File: src/rtl/dmem_responder_pkg.sv
// ============================================================================
// Module      : dmem_responder_pkg
// Description : Shared SoC constants and core data request/response structs.
// Revision    : 1.0
// ============================================================================
`default_nettype none

package dmem_responder_pkg;

  localparam logic [31:0] SocMemBaseAddr = 32'h0001_0000;
  localparam int unsigned SocMemNumWords = 4096;

  typedef struct packed {
    logic [31:0] addr;
    logic        write;
    logic [3:0]  amo;
    logic [31:0] data;
    logic [3:0]  strb;
    logic [1:0]  size;
  } dmem_req_chan_t;

  typedef struct packed {
    dmem_req_chan_t q;
    logic           q_valid;
    logic           p_ready;
  } dmem_req_t;

  typedef struct packed {
    logic [31:0] data;
    logic        error;
  } dmem_rsp_chan_t;

  typedef struct packed {
    logic           q_ready;
    dmem_rsp_chan_t p;
    logic           p_valid;
  } dmem_rsp_t;

endpackage

`default_nettype wire

File: src/rtl/rsp_fifo.sv
// ============================================================================
// Module      : rsp_fifo
// Description : Fall-through response buffer; an empty FIFO forwards push data.
// Revision    : 1.0
// ============================================================================
`default_nettype none

module rsp_fifo #(
  parameter int unsigned Depth = 2,
  parameter int unsigned Width = 33
) (
  input  logic             clk_i,
  input  logic             rst_ni,
  input  logic             push_i,
  input  logic [Width-1:0] data_i,
  input  logic             pop_i,
  output logic             valid_o,
  output logic [Width-1:0] data_o
);

  localparam int unsigned PtrW = (Depth > 1) ? $clog2(Depth) : 1;
  localparam int unsigned CntW = $clog2(Depth + 1);

  logic [Width-1:0] mem_q [Depth];
  logic [PtrW-1:0]  rd_q;
  logic [PtrW-1:0]  wr_q;
  logic [CntW-1:0]  cnt_q;
  logic             empty;
  logic             bypass;
  logic             write_en;
  logic             read_en;

  function automatic logic [PtrW-1:0] next_ptr(input logic [PtrW-1:0] ptr);
    return (ptr == PtrW'(Depth - 1)) ? '0 : ptr + 1'b1;
  endfunction

  assign empty    = (cnt_q == '0);
  assign valid_o  = !empty || push_i;
  assign data_o   = empty ? data_i : mem_q[rd_q];
  // A push into an empty FIFO that is popped the same cycle never gets stored.
  assign bypass   = empty && push_i && pop_i;
  assign write_en = push_i && !bypass;
  assign read_en  = pop_i && !empty;

  always_ff @(posedge clk_i or negedge rst_ni) begin
    if (!rst_ni) begin
      rd_q  <= '0;
      wr_q  <= '0;
      cnt_q <= '0;
      for (int i = 0; i < int'(Depth); i++) begin
        mem_q[i] <= '0;
      end
    end else begin
      if (write_en) begin
        mem_q[wr_q] <= data_i;
        wr_q        <= next_ptr(wr_q);
      end
      if (read_en) begin
        rd_q <= next_ptr(rd_q);
      end
      case ({write_en, read_en})
        2'b10:   cnt_q <= cnt_q + 1'b1;
        2'b01:   cnt_q <= cnt_q - 1'b1;
        default: cnt_q <= cnt_q;
      endcase
    end
  end

endmodule

`default_nettype wire

File: src/rtl/dmem_responder.sv
// ============================================================================
// Module      : dmem_responder
// Description : Data-memory responder: core request channel to single-port SRAM.
// Revision    : 1.0
// ============================================================================
`default_nettype none

module dmem_responder
  import dmem_responder_pkg::*;
#(
  parameter int unsigned           AddrWidth   = 32,
  parameter int unsigned           DataWidth   = 32,
  parameter logic [AddrWidth-1:0]  MemBaseAddr = SocMemBaseAddr,
  parameter int unsigned           MemNumWords = SocMemNumWords,
  parameter int unsigned           RspDepth    = 2,
  parameter type                   dreq_t      = dmem_req_t,
  parameter type                   drsp_t      = dmem_rsp_t
) (
  input  logic                           clk_i,
  input  logic                           rst_ni,
  input  dreq_t                          data_req_i,
  output drsp_t                          data_rsp_o,
  output logic                           mem_req_o,
  output logic                           mem_we_o,
  output logic [$clog2(MemNumWords)-1:0] mem_addr_o,
  output logic [DataWidth-1:0]           mem_wdata_o,
  output logic [DataWidth/8-1:0]         mem_be_o,
  input  logic [DataWidth-1:0]           mem_rdata_i
);

  localparam int unsigned    MemAw   = $clog2(MemNumWords);
  localparam int unsigned    CreditW = $clog2(RspDepth + 1);
  localparam logic [AddrWidth:0] MemEnd =
    {1'b0, MemBaseAddr} + (AddrWidth + 1)'(4 * MemNumWords);

  logic [CreditW-1:0]   credit_q;
  logic                 q_ready;
  logic                 q_hs;
  logic                 p_valid;
  logic                 p_hs;
  logic                 in_range;
  logic                 mem_access;
  logic [AddrWidth-1:0] offset;
  logic                 inflight_q;
  logic                 inflight_read_q;
  logic                 inflight_err_q;
  logic [DataWidth:0]   push_entry;
  logic [DataWidth:0]   head_entry;
  logic                 unused_bits;

  assign q_ready = (credit_q < CreditW'(RspDepth));
  // Reset gating keeps the SRAM port quiet while rst_ni is low.
  assign q_hs    = data_req_i.q_valid && q_ready && rst_ni;
  assign p_hs    = p_valid && data_req_i.p_ready;

  assign in_range = ({1'b0, data_req_i.q.addr} >= {1'b0, MemBaseAddr}) &&
                    ({1'b0, data_req_i.q.addr} <  MemEnd);
  assign mem_access = q_hs && in_range && (data_req_i.q.amo == '0);
  assign offset     = data_req_i.q.addr - MemBaseAddr;

  assign mem_req_o   = mem_access;
  assign mem_we_o    = mem_access && data_req_i.q.write;
  assign mem_addr_o  = mem_access ? offset[MemAw+1:2] : '0;
  assign mem_wdata_o = mem_access ? data_req_i.q.data : '0;
  assign mem_be_o    = !mem_access        ? '0 :
                       data_req_i.q.write ? data_req_i.q.strb : '1;

  assign unused_bits = ^{data_req_i.q.size, offset[AddrWidth-1:MemAw+2], offset[1:0]};

  always_ff @(posedge clk_i or negedge rst_ni) begin
    if (!rst_ni) begin
      credit_q        <= '0;
      inflight_q      <= 1'b0;
      inflight_read_q <= 1'b0;
      inflight_err_q  <= 1'b0;
    end else begin
      inflight_q      <= q_hs;
      inflight_read_q <= !data_req_i.q.write;
      inflight_err_q  <= !(in_range && (data_req_i.q.amo == '0));
      case ({q_hs, p_hs})
        2'b10:   credit_q <= credit_q + 1'b1;
        2'b01:   credit_q <= credit_q - 1'b1;
        default: credit_q <= credit_q;
      endcase
    end
  end

  // Entry layout is {data, error}; SRAM read data is only valid this cycle.
  always_comb begin
    push_entry = '0;
    if (inflight_q) begin
      if (inflight_err_q) begin
        push_entry = {{DataWidth{1'b0}}, 1'b1};
      end else if (inflight_read_q) begin
        push_entry = {mem_rdata_i, 1'b0};
      end
    end
  end

  rsp_fifo #(
    .Depth (RspDepth),
    .Width (DataWidth + 1)
  ) u_rsp_fifo (
    .clk_i   (clk_i),
    .rst_ni  (rst_ni),
    .push_i  (inflight_q),
    .data_i  (push_entry),
    .pop_i   (data_req_i.p_ready),
    .valid_o (p_valid),
    .data_o  (head_entry)
  );

  always_comb begin
    data_rsp_o         = '0;
    data_rsp_o.q_ready = q_ready;
    data_rsp_o.p_valid = p_valid;
    data_rsp_o.p.data  = head_entry[DataWidth:1];
    data_rsp_o.p.error = head_entry[0];
  end

endmodule

`default_nettype wire

File: config.mk
export PLATFORM = sky130hd
export DESIGN_NAME = dmem_responder
export DESIGN_NICKNAME = d
export VERILOG_FILES = /design/src/rtl/dmem_responder_pkg.sv /design/src/rtl/rsp_fifo.sv /design/src/rtl/dmem_responder.sv
export SDC_FILE = /design/constraint.sdc
export NUM_CORES = 1
export LEC_CHECK = 0
export CORE_MARGIN = 3
export CORE_UTILIZATION = 36
export DETAILED_ROUTE_END_ITERATION = 16
export PLACE_DENSITY = 0.75
export SLEW_MARGIN = 20
export SYNTH_ARGS = -nofsm -noshare
export SYNTH_HDL_FRONTEND = slang
export SYNTH_SLANG_ARGS = --single-unit
File: constraint.sdc
create_clock -name clk_i -period 2 [get_ports clk_i]
set_clock_uncertainty 0.15 [all_clocks]
set_input_delay 0.4 -clock clk_i [delete_from_list [all_inputs] [get_ports clk_i]]
set_output_delay 0.4 -clock clk_i [all_outputs]
set_load 0.005 [all_outputs]
==> flow_metrics.py, run 1 <==
metrics = {
    "drt": {
        "initialDrtViolationCount": 211,
        "via_per_inst": 5.45,
        "postRouteAntennaNets": 0,
        "via_count": 4339,
        "first_pass_iters": 4,
        "wl_per_cell_um": 21.1,
        "wl_mm": 16.8,
        "drc_errors": 0,
    },
    "setup_path": {
        "required_ps": 1450,
        "cp_max_fo": 4,
        "start_kind": "input port",
        "crit_chain": "buf_8 -> nor4_4 -> and4b_2 -> buf_12 -> buf_8 -> buf_12 -> buf_16 -> buf_12 -> and4_1 -> buf_2",
        "critical-path-max-stage-delay_ps": 300,
        "arrival_ps": 1820,
        "critical_path_class": "in -> out",
        "crit_path_frequent_cell": "buf_12",
        "cp_slowest_cell": "and4b_2",
        "critPathCaptureType": "output pin",
    },
    "die": {
        "design.die.area_um2": 13700,
        "coreArea_um2": 11700,
        "die_x_um": 117,
        "initial_core_util_pct": 37.9,
        "ioPinCount": 196,
        "rows": 39,
        "die-height_um": 117,
    },
    "timing": {
        "finalSetupViolCount": 86,
        "tns_ps": -18740,
        "fin_crit_ps": 2370,
        "max-slew-margin-rel_pct": 37.7,
        "fin_ws_ps": -367,
        "hold_viol_final": 0,
        "rsz0062_at_grt": "true",
        "fmax_ghz": 0.423,
        "drv_slew": 0,
        "max_slew.worst_pin.slew_ps": 934,
        "finalCritPeriodShare_pct": 118,
    },
    "yosys": {
        "synth_simple_gate_area_share_pct": 20.0,
        "synth_top_family_by_area": "multiplexers",
        "yosysSeqAreaShare_pct": 42.3,
        "syn-num-nets": 512,
        "synth_area_um2": 4430,
        "synth.distinct_cells": 32,
        "synth_top_area_cell": "dfrtp_1",
        "yosysTopAreaCellShare_pct": 42.3,
        "ys_warn_count": 0,
        "synth_fa_ha_area_share_pct": 0.564,
        "syn_inst": 399,
        "ys_ff_latch": 75,
        "synth_xor_area_share_pct": 1.58,
        "synth_area_per_cell_um2": 11.1,
        "synth_compound_area_share_pct": 5.87,
        "muxShareOfSynthArea_pct": 24.0,
        "synth.area.top_cells": "dfrtp_1 (42%), mux2_2 (14%), and4_1 (9.1%)",
    },
    "power": {
        "p_leak_nw": 3.71,
        "ir_drop_uv": 644,
        "total_power_w": 0.00533,
        "p_per_area_nw_per_um2": 687,
    },
    "cells_and_area": {
        "final_util_pct": 66.3,
        "layout-drive-gt1-share_pct": 49.9,
        "design_area_um2": 7760,
        "fillers": 862,
        "area_growth_pct": 75.1,
        "fin_nets": 762,
        "num_antenna_cells": 0,
    },
    "run_status": {
        "status": "complete, but fails checks",
        "violations": "setup timing",
    },
    "global_route": {
        "grt_usage_pct": 22.5,
        "grt_pass1_vias": 4343,
        "overflow": 0,
        "grt_pass1_wl_mm": 23.4,
        "grt_max_degree": 76,
        "antenna_found_initial": 0,
    },
    "place": {
        "dp_hpwl_mm": 10.2,
        "gp_congestion": 0.865,
        "numPortBuffers": 191,
        "place_ws_ps": -948,
        "dpl_cell_area_um2": 6670,
    },
    "cts": {
        "numCtsBuffers": 9,
        "numClockSinks": 75,
        "cts.clk_slew.worst_paths_ps": 50,
        "cts_hold_buf": 0,
        "cts_tree": "yes",
        "h-tree-depth": 3,
        "root_buffer": "clkbuf_16",
        "clkLatencyLatePin_ps": 330,
        "clk_path_buf_depth": 2,
    },
    "min_path": {
        "hp-class": "in -> async",
    },
    "run": {
        "drv_cap": 0,
    },
}
## critical path: cells and delay by family
family                 cells  cell delay, ps
buffers and inverters      7             720
AND/OR/NAND/NOR            3             690
## area by class of cell
class / count / area [um^2] / area share (%)
repair buffers: 280 / 2800 / 36.1
multi-input cells: 280 / 2620 / 33.8
flip-flops and latches: 75 / 1880 / 24.2
clock inverters: 5 / 30.0 / 0.387
well taps: 143 / 179 / 2.30
inverters: 3 / 11.3 / 0.145
clock buffers: 10 / 239 / 3.08
## stage by stage
step,std cells,hold slack [ps]
finish,796,155
detailed placement,726,324
CTS,785,196
floorplan,399,-45.6
global route,796,245
global placement,726,316
## cells in the mapped netlist
cell and count:
o21ai_0 32, o2111a_1 4, nor4_1 4, nor2_1 4, nor2_4 1, a21oi_1 1, buf_2 22, dfrtp_1 75
and4_1 46, buf_4 3, buf_6 6, and3b_1 1, a21oi_4 2, mux2i_1 32, and2_1 33, xnor2_1 6
a211oi_1 1, inv_1 3, nor2b_1 2, and4b_1 1, nand2_1 3, clkbuf_1 9, xor2_1 2, or3_1 1
clkbuf_2 1, and3_1 1, a21bo_2 1, ha_1 2, nand2b_1 1, mux2_2 55, nand3_1 33, mux2_1 11
## registers in the layout, indices dropped and copies added, names as in the netlist
register / cells
u_rsp_fifo.rd_q: 1
u_rsp_fifo.cnt_q: 2
u_rsp_fifo.mem_q: 66
inflight_err_q: 1
credit_q: 2
inflight_q: 1
inflight_read_q: 1
u_rsp_fifo.wr_q: 1
## placed cells by master (no fill, tap or decap), types with 2 or more instances in the layout
master	instances
a21oi_4	2
and2_1	33
and4_1	44
and4_4	2
buf_12	17
buf_16	10
buf_2	82
buf_4	38
buf_6	31
buf_8	4
bufbuf_16	2
clkbuf_16	13
clkdlybuf4s15_1	3
clkdlybuf4s50_1	84
clkinv_2	3
clkinvlp_4	2
dfrtp_1	74
dlygate4sd2_1	4
ha_1	2
inv_1	2
mux2_1	10
mux2_2	56
mux2i_1	30
mux2i_2	2
nand2_1	3
nand3_2	28
nand3_4	4
nor2_1	4
nor2b_1	2
nor4_2	2
nor4_4	2
o2111a_1	4
o21ai_1	16
o21ai_2	16
xnor2_1	6
xor2_1	2
## path summary, 6_finish.rpt
| path | startpoint | cells past startpoint | end | slack [ps] |
|---|---|---|---|---|
| setup / recovery | data_req_i[43] | 10 | mem_wdata_o[11] | -370 |
| hold / removal | rst_ni | 2 | credit_q[1] | 160 |
| setup reg to reg | inflight_q | 7 | u_rsp_fifo.mem_q[14] | -50 |
| hold reg to reg | u_rsp_fifo.mem_q[36] | 1 | u_rsp_fifo.mem_q[36] | 340 |
| max in group asynchronous | rst_ni | 2 | u_rsp_fifo.rd_q | 880 |
| min in group clk_i | u_rsp_fifo.mem_q[36] | 1 | u_rsp_fifo.mem_q[36] | 340 |
## routing by layer
layer  GRT usage [%]  up-vias  share of wire [%]
met5               0        -                  0
met4            11.2        0                4.7
met3            5.71       41                6.6
met2            41.6      189                 53
met1            23.6     2123                 36
li1                -     1986                  -
## timing repair
item	CTS	global route
pin swaps	49	16
resized for setup	477	83
setup buffers	31	15
cloned	13	4
endpoints found under the setup margin	84	84
## kinds of logic after synthesis
family                   Yosys count
adder cells (fa/ha/maj)            2
multiplexers                      98
XOR/XNOR                           8
AO/OA/AOI/OAI                     41
flip-flops                        75
AND/OR/NAND/NOR                  131
buffers and inverters             44
## power by group
group / switching, W / leakage (nW) / internal, W
Sequential: 0.0000891 / 1.02 / 0.00161
Clock: 0.000601 / 0.130 / 0.000859
Combinational: 0.00105 / 2.56 / 0.00112
Total: 0.00174 / 3.71 / 0.00359
(Power assumes the default switching activity.)
==> run 2: changes to the inputs <==
--- a/config.mk
+++ b/config.mk
@@ -7,6 +7,7 @@
 export LEC_CHECK = 0
 export CORE_MARGIN = 3
 export CORE_UTILIZATION = 36
+export CTS_CLUSTER_SIZE = 12
 export DETAILED_ROUTE_END_ITERATION = 16
 export PLACE_DENSITY = 0.75
 export SLEW_MARGIN = 20
==> results of run 2 <==
Final layout, timing and power as in run 1 (identical DEF).
==> run 3: changes to the inputs <==
--- a/config.mk
+++ b/config.mk
@@ -10,7 +10,7 @@
 export CTS_CLUSTER_SIZE = 12
 export DETAILED_ROUTE_END_ITERATION = 16
 export PLACE_DENSITY = 0.75
-export SLEW_MARGIN = 20
+export SLEW_MARGIN = 5
 export SYNTH_ARGS = -nofsm -noshare
 export SYNTH_HDL_FRONTEND = slang
 export SYNTH_SLANG_ARGS = --single-unit
==> results of run 3 <==
Final layout, timing and power as in run 1 (identical DEF).
==> patch: new RTL, flow settings as in run 2 <==
Make the reset (`rst_ni`) synchronous in 2 clocked blocks.
--- a/src/rtl/rsp_fifo.sv
+++ b/src/rtl/rsp_fifo.sv
@@ -42,7 +42,7 @@
   assign write_en = push_i && !bypass;
   assign read_en  = pop_i && !empty;
 
-  always_ff @(posedge clk_i or negedge rst_ni) begin
+  always_ff @(posedge clk_i) begin
     if (!rst_ni) begin
       rd_q  <= '0;
       wr_q  <= '0;
--- a/src/rtl/dmem_responder.sv
+++ b/src/rtl/dmem_responder.sv
@@ -67,7 +67,7 @@
 
   assign unused_bits = ^{data_req_i.q.size, offset[AddrWidth-1:MemAw+2], offset[1:0]};
 
-  always_ff @(posedge clk_i or negedge rst_ni) begin
+  always_ff @(posedge clk_i) begin
     if (!rst_ni) begin
       credit_q        <= '0;
       inflight_q      <= 1'b0;
Behaviour: differs if rst_ni is asserted again (counterexample within 4 cycles, from zero or initial values and one cycle with rst_ni low); with rst_ni held inactive, the same outputs for 4 cycles.
==> patch against run 2 <==
The flow still finishes with violations (setup timing); first-iteration DRC count grew 13%; sequential power grew 15%; die area decreased by 5.7%; area after synthesis decreased by 6.0%; wire length grew 9.6%; worst setup slack improved by 0.088 ns; sequential cell count increased by 1; total power grew 31%; design area increased by 14%; largest cell class unchanged.
==> patch: results <==
{
  "outcome": "finished with violations",
  "violations": "setup timing",
  "max_slew.worst_pin.slew_ns": 0.358,
  "layout.nets": 891,
  "synthArstFlopShare_pct": 0,
  "syn-num-nets": 577,
  "critPathTopFamily": "simple AND/OR/NAND/NOR gates",
  "crit_fanout": 5,
  "fin_tns_setup_ns": -12.77,
  "holdWs_ns": 0.392,
  "grt_pass1_wl_um": 27500,
  "drtIter0Drc": 238,
  "hpwlAfterDp_um": 10500,
  "path_clk_slew_ns": 0.05,
  "critPathArrivalTime_ns": 1.73,
  "synth_ff_type": "edfxtp_1",
  "yosys-top-cells-area": "edfxtp_1, nand2_1, nor2_1",
  "critPathSlowestCell": "dfxtp_2",
  "fin_ws_ns": -0.278,
  "n_antenna_cell": 0,
  "peakVddDrop_uv": 714,
  "dpl_cell_area_mm2": 0.00677,
  "vias": 4904,
  "reg_top3": "u_rsp_fifo.mem_q: 66 flops, credit_q: 2 flops, u_rsp_fifo.cnt_q: 2 flops",
  "io_buffers": 191,
  "synth_edf_count": 66,
  "routed_wirelength_um": 18400,
  "placed_cells_incl_taps": 824,
  "final_cells": 921,
  "min_path_type": "flip-flop to flip-flop",
  "reg2reg_to": "credit_q[1]",
  "place_ws_ns": -1.06,
  "grt_max_degree": 35,
  "drt_pass1_iterations": 4,
  "postCtsSetupRepairBufs": 58,
  "yosysSeqAreaShare_pct": 52.4,
  "reg2reg_slack_ns": 0.04,
  "grt_pass1_vias": 5215,
  "syn_inst": 464,
  "ys.warnings.count": 0,
  "place.gp.congestion": 0.919,
  "r2r-start": "u_rsp_fifo.cnt_q[0]",
  "post_cts_resized": 685,
  "largest_register_ffs": 66,
  "cts_buffers": 9,
  "worstHoldStart": "u_rsp_fifo.rd_q",
  "grtUsageTotal_pct": 27.4,
  "power_leakage_nw": 3.99,
  "antenna_found_initial": 0,
  "setup_viol": 82,
  "max_stage_delay_ns": 0.32,
  "post_route_cells_drive_above_1_share_pct": 57.2,
  "synthTopCellsByCount": "nand2_1, nor2_1, edfxtp_1"
}
patch: changes by cell type after synthesis, moves of 55 or more:
cell / delta
edfxtp_1: +66
nor2_1: +69
mux2_2: -55
dfrtp_1: -75
nand2_1: +79
patch: layout make-up:
type / count / area, um^2
Clock buffer: 10 / 229
Clock inverter: 4 / 18.8
Fill cell: 601 / 2260
Inverter: 9 / 38.8
Multi-Input combinational cell: 335 / 2840
Sequential cell: 76 / 2190
Tap cell: 140 / 175
Timing Repair Buffer: 347 / 3330
patch: power breakdown:
part | internal, mW | leakage (nW) | switching, mW
combinational | 1.92 | 3.09 | 1.74
clock | 0.814 | 0.125 | 0.568
sequential | 1.87 | 0.772 | 0.0786
patch: worst max path at each step:
stage / start / endpoint / slack [ns] / depth (start not counted)
4_1_cts: data_req_i[62] / mem_be_o[0] / -0.21 / 8
2_1_floorplan: data_req_i[74] / mem_be_o[0] / 0.07 / 4
3_3_place_gp: data_req_i[74] / mem_be_o[3] / -1.01 / 6
3_5_place_dp: data_req_i[65] / mem_be_o[3] / -1.06 / 6
6_report: credit_q[1] / mem_wdata_o[21] / -0.28 / 7
5_1_grt: data_req_i[62] / mem_addr_o[7] / -0.31 / 8
patch: cell families after synthesis:
logic type | count (synthesis) | synth area share [%]
XOR/XNOR | 5 | 1.05
buffers and inverters | 53 | 6.03
AND/OR/NAND/NOR | 250 | 27.6
AO/OA/AOI/OAI | 78 | 12.3
adder cells (fa/ha/maj) | 2 | 0.600
flip-flops | 76 | 52.4
patch: per-layer routing:
metal  vias up  routed length (um)  track usage (%)
met1      2389                6460             28.6
met2       219               10200             52.4
met3        44                1020             5.68
li1       2252                   -                -
met5         -                   0                0
met4         0                 724             12.1
